<file path="src/rtl/sys_ctrl_regs.sv">
// sys_ctrl_regs: system control/identity register block on the IOC command bus.
// Optional heartbeat/uptime counter: define SYS_CTRL_HEARTBEAT_EN to build it.
module sys_ctrl_regs #(
    parameter int          DATA_W          = 8,
    parameter int          IOC_W           = 5,
    parameter int          N_SCRATCH       = 4,
    parameter logic [7:0]  MODULE_VERSION  = 8'h02,
    parameter logic [7:0]  SYSTEM_VERSION  = 8'h01,
    parameter logic [7:0]  MANU_ID         = 8'h01,
    parameter int          SOFT_RST_CYCLES = 16,
    parameter int          HB_DIV_W        = 24
) (
    input  logic              i_sys_clk,
    input  logic              i_rst,
    input  logic [IOC_W-1:0]  i_ioc,
    input  logic [DATA_W-1:0] i_data_in,
    output logic [DATA_W-1:0] o_data_out,
    input  logic              i_cs,
    input  logic              i_fetch_cmd,
    input  logic              i_load_cmd,
    output logic              o_soft_rst,
    output logic [DATA_W-2:0] o_ctrl,
    output logic              o_heartbeat
);

    localparam int CNT_W = $clog2(SOFT_RST_CYCLES + 1);
    localparam logic [CNT_W-1:0] CNT_LOAD = CNT_W'(SOFT_RST_CYCLES);
    localparam logic [IOC_W:0] SCR_LO = (IOC_W+1)'(8);
    localparam logic [IOC_W:0] SCR_HI = (IOC_W+1)'(8 + N_SCRATCH);

    // Reject parameter sets the register map cannot honour.
    if (DATA_W < 4) begin : g_bad_dw
        $error("DATA_W must be >= 4");
    end
    if (N_SCRATCH < 1 || N_SCRATCH > (2**IOC_W - 8)) begin : g_bad_ns
        $error("N_SCRATCH out of range");
    end
    if (SOFT_RST_CYCLES < 1) begin : g_bad_src
        $error("SOFT_RST_CYCLES must be >= 1");
    end
    if (HB_DIV_W <= DATA_W) begin : g_bad_hb
        $error("HB_DIV_W must exceed DATA_W");
    end

    typedef enum logic {
        S_IDLE,
        S_PULSE
    } srst_state_t;

    srst_state_t      state_q;
    srst_state_t      state_d;
    logic [CNT_W-1:0] cnt_q;
    logic [CNT_W-1:0] cnt_d;

    logic [DATA_W-1:0] dout_q;
    logic [DATA_W-2:0] ctrl_q;
    logic              err_q;
    logic              err_d;
    logic [DATA_W-1:0] scratch_q [N_SCRATCH];

    logic [IOC_W:0]    ioc_x;
    logic [IOC_W-1:0]  scr_idx;
    logic              is_mv;
    logic              is_sv;
    logic              is_mi;
    logic              is_ctrl;
    logic              is_stat;
    logic              is_up;
    logic              is_scr;
    logic              rd_hit;
    logic              wr_hit;

    logic              fetch_go;
    logic              load_go;
    logic              wr_ctrl;
    logic              wr_scr;
    logic              trig;
    logic              err_clr;
    logic              err_set;
    logic              busy;

    logic [DATA_W-1:0] scr_rd;
    logic [DATA_W-1:0] up_val;
    logic [DATA_W-1:0] rd_val;

    assign ioc_x   = {1'b0, i_ioc};
    assign scr_idx = i_ioc - IOC_W'(8);
    assign is_mv   = (i_ioc == IOC_W'(0));
    assign is_sv   = (i_ioc == IOC_W'(1));
    assign is_mi   = (i_ioc == IOC_W'(2));
    assign is_ctrl = (i_ioc == IOC_W'(3));
    assign is_stat = (i_ioc == IOC_W'(4));
    assign is_scr  = (ioc_x >= SCR_LO) && (ioc_x < SCR_HI);

    assign rd_hit = is_mv | is_sv | is_mi | is_ctrl |
                    is_stat | is_up | is_scr;
    assign wr_hit = is_ctrl | is_stat | is_scr;

    assign fetch_go = i_cs & i_fetch_cmd;
    assign load_go  = i_cs & i_load_cmd;
    assign wr_ctrl  = load_go & is_ctrl;
    assign wr_scr   = load_go & is_scr;
    assign trig     = wr_ctrl & i_data_in[0];
    assign err_clr  = load_go & is_stat & i_data_in[1];
    assign err_set  = (fetch_go & ~rd_hit) | (load_go & ~wr_hit);

    assign busy       = (state_q == S_PULSE);
    assign o_soft_rst = busy;
    assign o_ctrl     = ctrl_q;
    assign o_data_out = dout_q;

`ifdef SYS_CTRL_HEARTBEAT_EN
    logic [HB_DIV_W-1:0] hb_q;

    // Free-running uptime counter; its MSB blinks the heartbeat LED.
    always_ff @(posedge i_sys_clk) begin
        if (i_rst) begin
            hb_q <= '0;
        end else begin
            hb_q <= hb_q + 1'b1;
        end
    end

    assign is_up       = (i_ioc == IOC_W'(5));
    assign up_val      = hb_q[HB_DIV_W-1 -: DATA_W];
    assign o_heartbeat = hb_q[HB_DIV_W-1];
`else
    assign is_up       = 1'b0;
    assign up_val      = '0;
    assign o_heartbeat = 1'b0;
`endif

    // Scratch read mux, one-hot over the scratch window.
    always_comb begin
        scr_rd = '0;
        for (int i = 0; i < N_SCRATCH; i++) begin
            if (scr_idx == IOC_W'(i)) begin
                scr_rd = scratch_q[i];
            end
        end
    end

    // Read data for the addressed register; unmapped reads return 0.
    always_comb begin
        rd_val = '0;
        unique case (1'b1)
            is_mv:   rd_val = DATA_W'(MODULE_VERSION);
            is_sv:   rd_val = DATA_W'(SYSTEM_VERSION);
            is_mi:   rd_val = DATA_W'(MANU_ID);
            is_ctrl: rd_val = {ctrl_q, 1'b0};
            is_stat: rd_val = {{(DATA_W-2){1'b0}}, err_q, busy};
            is_up:   rd_val = up_val;
            is_scr:  rd_val = scr_rd;
            default: rd_val = '0;
        endcase
    end

    // Sticky error: a new error outranks a same-cycle clear.
    always_comb begin
        err_d = err_q;
        if (err_set) begin
            err_d = 1'b1;
        end else if (err_clr) begin
            err_d = 1'b0;
        end
    end

    // Read data, control bits and error flag registers.
    always_ff @(posedge i_sys_clk) begin
        if (i_rst) begin
            dout_q <= '0;
            ctrl_q <= '0;
            err_q  <= 1'b0;
        end else begin
            if (fetch_go) begin
                dout_q <= rd_val;
            end
            if (wr_ctrl) begin
                ctrl_q <= i_data_in[DATA_W-1:1];
            end
            err_q <= err_d;
        end
    end

    // Scratch register bank.
    always_ff @(posedge i_sys_clk) begin
        if (i_rst) begin
            for (int i = 0; i < N_SCRATCH; i++) begin
                scratch_q[i] <= '0;
            end
        end else if (wr_scr) begin
            for (int i = 0; i < N_SCRATCH; i++) begin
                if (scr_idx == IOC_W'(i)) begin
                    scratch_q[i] <= i_data_in;
                end
            end
        end
    end

    // Soft-reset FSM state and remaining-cycle counter.
    always_ff @(posedge i_sys_clk) begin
        if (i_rst) begin
            state_q <= S_IDLE;
            cnt_q   <= '0;
        end else begin
            state_q <= state_d;
            cnt_q   <= cnt_d;
        end
    end

    // Pulse lasts exactly CNT_LOAD clocks; a strobe in PULSE restarts it.
    always_comb begin
        state_d = state_q;
        cnt_d   = cnt_q;
        unique case (state_q)
            S_IDLE: begin
                if (trig) begin
                    state_d = S_PULSE;
                    cnt_d   = CNT_LOAD;
                end
            end
            S_PULSE: begin
                if (trig) begin
                    cnt_d = CNT_LOAD;
                end else begin
                    cnt_d = cnt_q - 1'b1;
                    if (cnt_q == CNT_W'(1)) begin
                        state_d = S_IDLE;
                    end
                end
            end
            default: begin
                state_d = S_IDLE;
                cnt_d   = '0;
            end
        endcase
    end

endmodule

</file>
<file path="config.mk">
export PLATFORM = sky130hd
export DESIGN_NAME = sys_ctrl_regs
export DESIGN_NICKNAME = d
export VERILOG_FILES = /design/src/rtl/sys_ctrl_regs.sv
export SDC_FILE = /design/constraint.sdc
export NUM_CORES = 1
export LEC_CHECK = 0
export ABC_CLOCK_PERIOD_IN_PS = 2170
export BUFFER_PORTS_ARGS = -buffer_cell sky130_fd_sc_hd__buf_2
export CAP_MARGIN = 40
export CORE_MARGIN = 2
export CORE_UTILIZATION = 48
export CTS_CLUSTER_DIAMETER = 200
export CTS_CLUSTER_SIZE = 8
export DETAILED_ROUTE_END_ITERATION = 12
export GPL_TIMING_DRIVEN = 0
export PLACE_DENSITY = 0.71
export SLEW_MARGIN = 10
export SYNTH_ARGS = -nofsm -noshare
export SYNTH_HDL_FRONTEND = slang
export SYNTH_SLANG_ARGS = --single-unit
</file>
<file path="constraint.sdc">
create_clock -name i_sys_clk -period 2.17 [get_ports i_sys_clk]
set_input_delay 0.434 -clock i_sys_clk [delete_from_list [all_inputs] [get_ports i_sys_clk]]
set_output_delay 0.434 -clock i_sys_clk [all_outputs]
set_load 0.1 [all_outputs]
</file>
==> impl_metrics.json <==
{
  "status": "completed",
  "min_period_over_period": 0.945,
  "cp-start-kind": "primary input",
  "wl_met3_um": 355,
  "initial_antenna_violation_count": 0,
  "yosys_warn_count": 0,
  "num-nets-final": 289,
  "synthesis.area_sq_um": 2670,
  "tightestPinTransition_ns": 0.668,
  "fin_hold_ws_ns": 0.413,
  "finalHoldViolCount": 0,
  "clock_path_buffers": 2,
  "synth-edff-count": 32,
  "wl_met2_um": 2800,
  "yosys_cell_types": 46,
  "leak_uw": 0.00113,
  "worst_r2r_startpoint": "scratch_q[3][4]",
  "netlist.area_leader.share": 0.360,
  "switching_share": 0.257,
  "tritoncts_clock_tree": "done",
  "cts_num_sinks": 54,
  "worstSetupEndpoint": "scratch_q[3][0]",
  "clkLatencyLatePin_ns": 0.31,
  "required_time_of_the_critical_path_ns": 2.35,
  "core_region_sq_um": 5440,
  "p_switching_uw": 533,
  "die-area_sq_um": 6170,
  "drive_gt1_frac": 0.228,
  "n_antenna_cell": 0,
  "highest_layer": "met4",
  "worst_setup_path_end_kind": "flip-flop",
  "most_common_library_cell_in_the_layout_ignoring_fill_and_taps": "sky130_fd_sc_hd__and2_1",
  "place_inst": 331,
  "synthFlopType": "sky130_fd_sc_hd__edfxtp_1",
  "layout.cells.most_common_list": "36 x sky130_fd_sc_hd__and2_1, 34 x sky130_fd_sc_hd__buf_2, 32 x sky130_fd_sc_hd__edfxtp_1",
  "cap_viol_max_count": 0,
  "crit_path_max_incr_delay_ns": 0.30,
  "root_buffer": "sky130_fd_sc_hd__clkbuf_8",
  "combinationalPowerShare": 0.123,
  "placementRows": 27,
  "drt-total-wl_um": 5960,
  "die_h_um": 78.5,
  "port-buffer-count": 30,
  "routed_via_density": 5.60,
  "globalRouteTotalUtil": 0.202,
  "floorplan.initialDensity": 0.490,
  "setup_total_negative_slack_ns": 0,
  "detailroute.via_count": 1905,
  "clkSlewWorstSetupHoldPaths_ns": 0.09,
  "p_per_area_nw_per_um2": 684,
  "ys_top_cells_by_area": "sky130_fd_sc_hd__edfxtp_1 36%, sky130_fd_sc_hd__dfxtp_1 17%, sky130_fd_sc_hd__and2_1 8.4%",
  "crit_path_cell_trace": "buf_2 -> buf_2 -> inv_1 -> ha_1 -> and3b_1 -> clkbuf_1 -> nand3_1 -> nor4_4 -> buf_4 -> and2_1",
  "relSlewSlack": 0.550,
  "wire_length_of_the_first_global_routing_pass_um": 9320,
  "synth_top_area_cell": "sky130_fd_sc_hd__edfxtp_1",
  "overflow_after_grt": 0,
  "min_path_type": "primary input to flip-flop",
  "number_of_cells_produced_by_synthesis": 229,
  "router_iterations_before_antenna_repair": 4,
  "final-setup-viol-count": 0,
  "power.clock.fraction": 0.330,
  "reg2reg_depth": 3,
  "setup.worst_path.start": "i_ioc[3]",
  "synth_async_sr_flop_share": 0,
  "ys_seq_area_frac": 0.526,
  "wl_per_cell_um": 17.5,
  "max_freq_ghz": 0.488,
  "drc_errors": 0,
  "top_fanout_value_on_the_critical_path": 10,
  "power_report.internal_total_uw": 1540,
  "finish.utilization": 0.558,
  "seq_power_share": 0.547,
  "grt_setup_unrepaired": "false",
  "synthesis.nets": 251,
  "worst-r2r-setup-slack_ns": 0.82,
  "io-pin-count": 35,
  "slew_violations": 0,
  "ys_ff_latch": 54,
  "skew_ns": 0.00875,
  "timing.critical_path.slowest_stage_cell": "sky130_fd_sc_hd__ha_1",
  "grt_max_degree": 17,
  "syn_area_per_cell_sq_um": 11.6,
  "worst_ir_drop_vdd_uv": 455,
  "place_hpwl_um": 4190,
  "timing.final.crit_period_ns": 2.05,
  "setup.worst_path.class": "primary input to flip-flop",
  "clock_tree.htree_level_count": 2,
  "regToRegEndpoint": "o_data_out[4]",
  "crit_arrival_ns": 2.23,
  "place_congestion": 0.861,
  "critical-path-top-cell-by-count": "sky130_fd_sc_hd__buf_2",
  "detailedRoute.firstIterationViolations": 90,
  "met1Wirelength_um": 2710,
  "layout-area-overhead-vs-synth_pct": 13.8,
  "fp.dieW_um": 78.5,
  "cts_made_buffers": 5,
  "antenna_violating_nets_post_route": 0,
  "grt_pass1_vias": 1801,
  "final_cell_count_no_fill": 340
}
synthesized netlist by cell type, drive strengths merged, types with 2 or more instances:
cell type	instances
nand3	8
nor3	4
a32oi	7
o311a	3
edfxtp	32
and2	37
nand2	5
clkbuf	8
xnor2	3
a211oi	9
mux2i	7
nor3b	2
a41o	3
a21oi	4
inv	5
xor2	2
mux4	5
dfxtp	22
a21o	7
and3b	2
nor2	20
ha	4
nor4	3
o21ai	3
buf	6
nor2b	4
flip-flops by register name, indices dropped and copies added, names as in the netlist:
register and count:
scratch_q 32, cnt_q 5, err_q 1, o_soft_rst 1, o_data_out 8, o_ctrl 7
cell type report:
type / count / area (sq um)
clock inverters: 2 / 37.5
repair buffers: 31 / 158
well taps: 72 / 90.1
inverters: 5 / 18.8
clock buffers: 6 / 72.6
fillers: 487 / 2400
flip-flops and latches: 54 / 1400
multi-input cells: 156 / 1190
plain buffers: 14 / 68.8
worst max-delay path: cells and delay by family:
kind	cells	cell delay [ns]
fa+ha+maj	1	0.30
buf+inv	5	0.79
simple gates	4	0.71
through the flow:
| stage | setup WS [ns] | power [uW] | cell area [sq um] |
|---|---|---|---|
| 5_1_grt | 0.0187 | 2140 | 3030 |
| 4_1_cts | 0.000743 | 2090 | 3020 |
| 3_3_place_gp | -0.273 | 1410 | 2910 |
| 3_5_place_dp | -0.331 | 1410 | 2910 |
| 6_report | 0.120 | 2080 | 3030 |
| 2_1_floorplan | 0.0273 | 1340 | 2670 |
cell families after synthesis:
logic type,Yosys count,share of synthesized area
and+or+nand+nor,92,0.207
DFF,54,0.526
AOI/OAI and AO/OA,42,0.129
buffers and inverters,19,0.0329
muxes,12,0.0685
xor gates and xnor gates,5,0.0164
adders and majority gates,4,0.0188
other,1,0.00141
power by group through the flow:
stage	sequential, uW	clock [uW]	combinational, uW
after global placement	1160	0	251
after global routing	1140	731	273
after floorplan	1210	0	129
final	1140	685	256
after CTS	1140	701	255
after detailed placement	1160	0	254
per-layer routing:
layer | track usage | vias up
li1 | - | 927
met1 | 0.274 | 902
met2 | 0.323 | 68
met3 | 0.0322 | 8
met4 | 0.0807 | 0
met5 | 0 | -
repair_timing:
action | CTS | global route
endpoints found under the setup margin | 0 | 43
resized for setup | 0 | 5
setup buffers | 0 | 1
hold buffers | 0 | 0
worst min path at each step:
stage	start	endpoint	slack, ns	depth (start not counted)
final	i_data_in[7]	o_ctrl[6]	0.41	3
after global routing	i_cs	err_q	0.44	3
after CTS	i_data_in[6]	o_ctrl[5]	0.40	3
after detailed placement	err_q	err_q	0.47	2
after global placement	o_data_out[7]	o_data_out[7]	0.47	2
after floorplan	err_q	err_q	0.45	2
No activity file was read; power rests on OpenSTA's default activity.
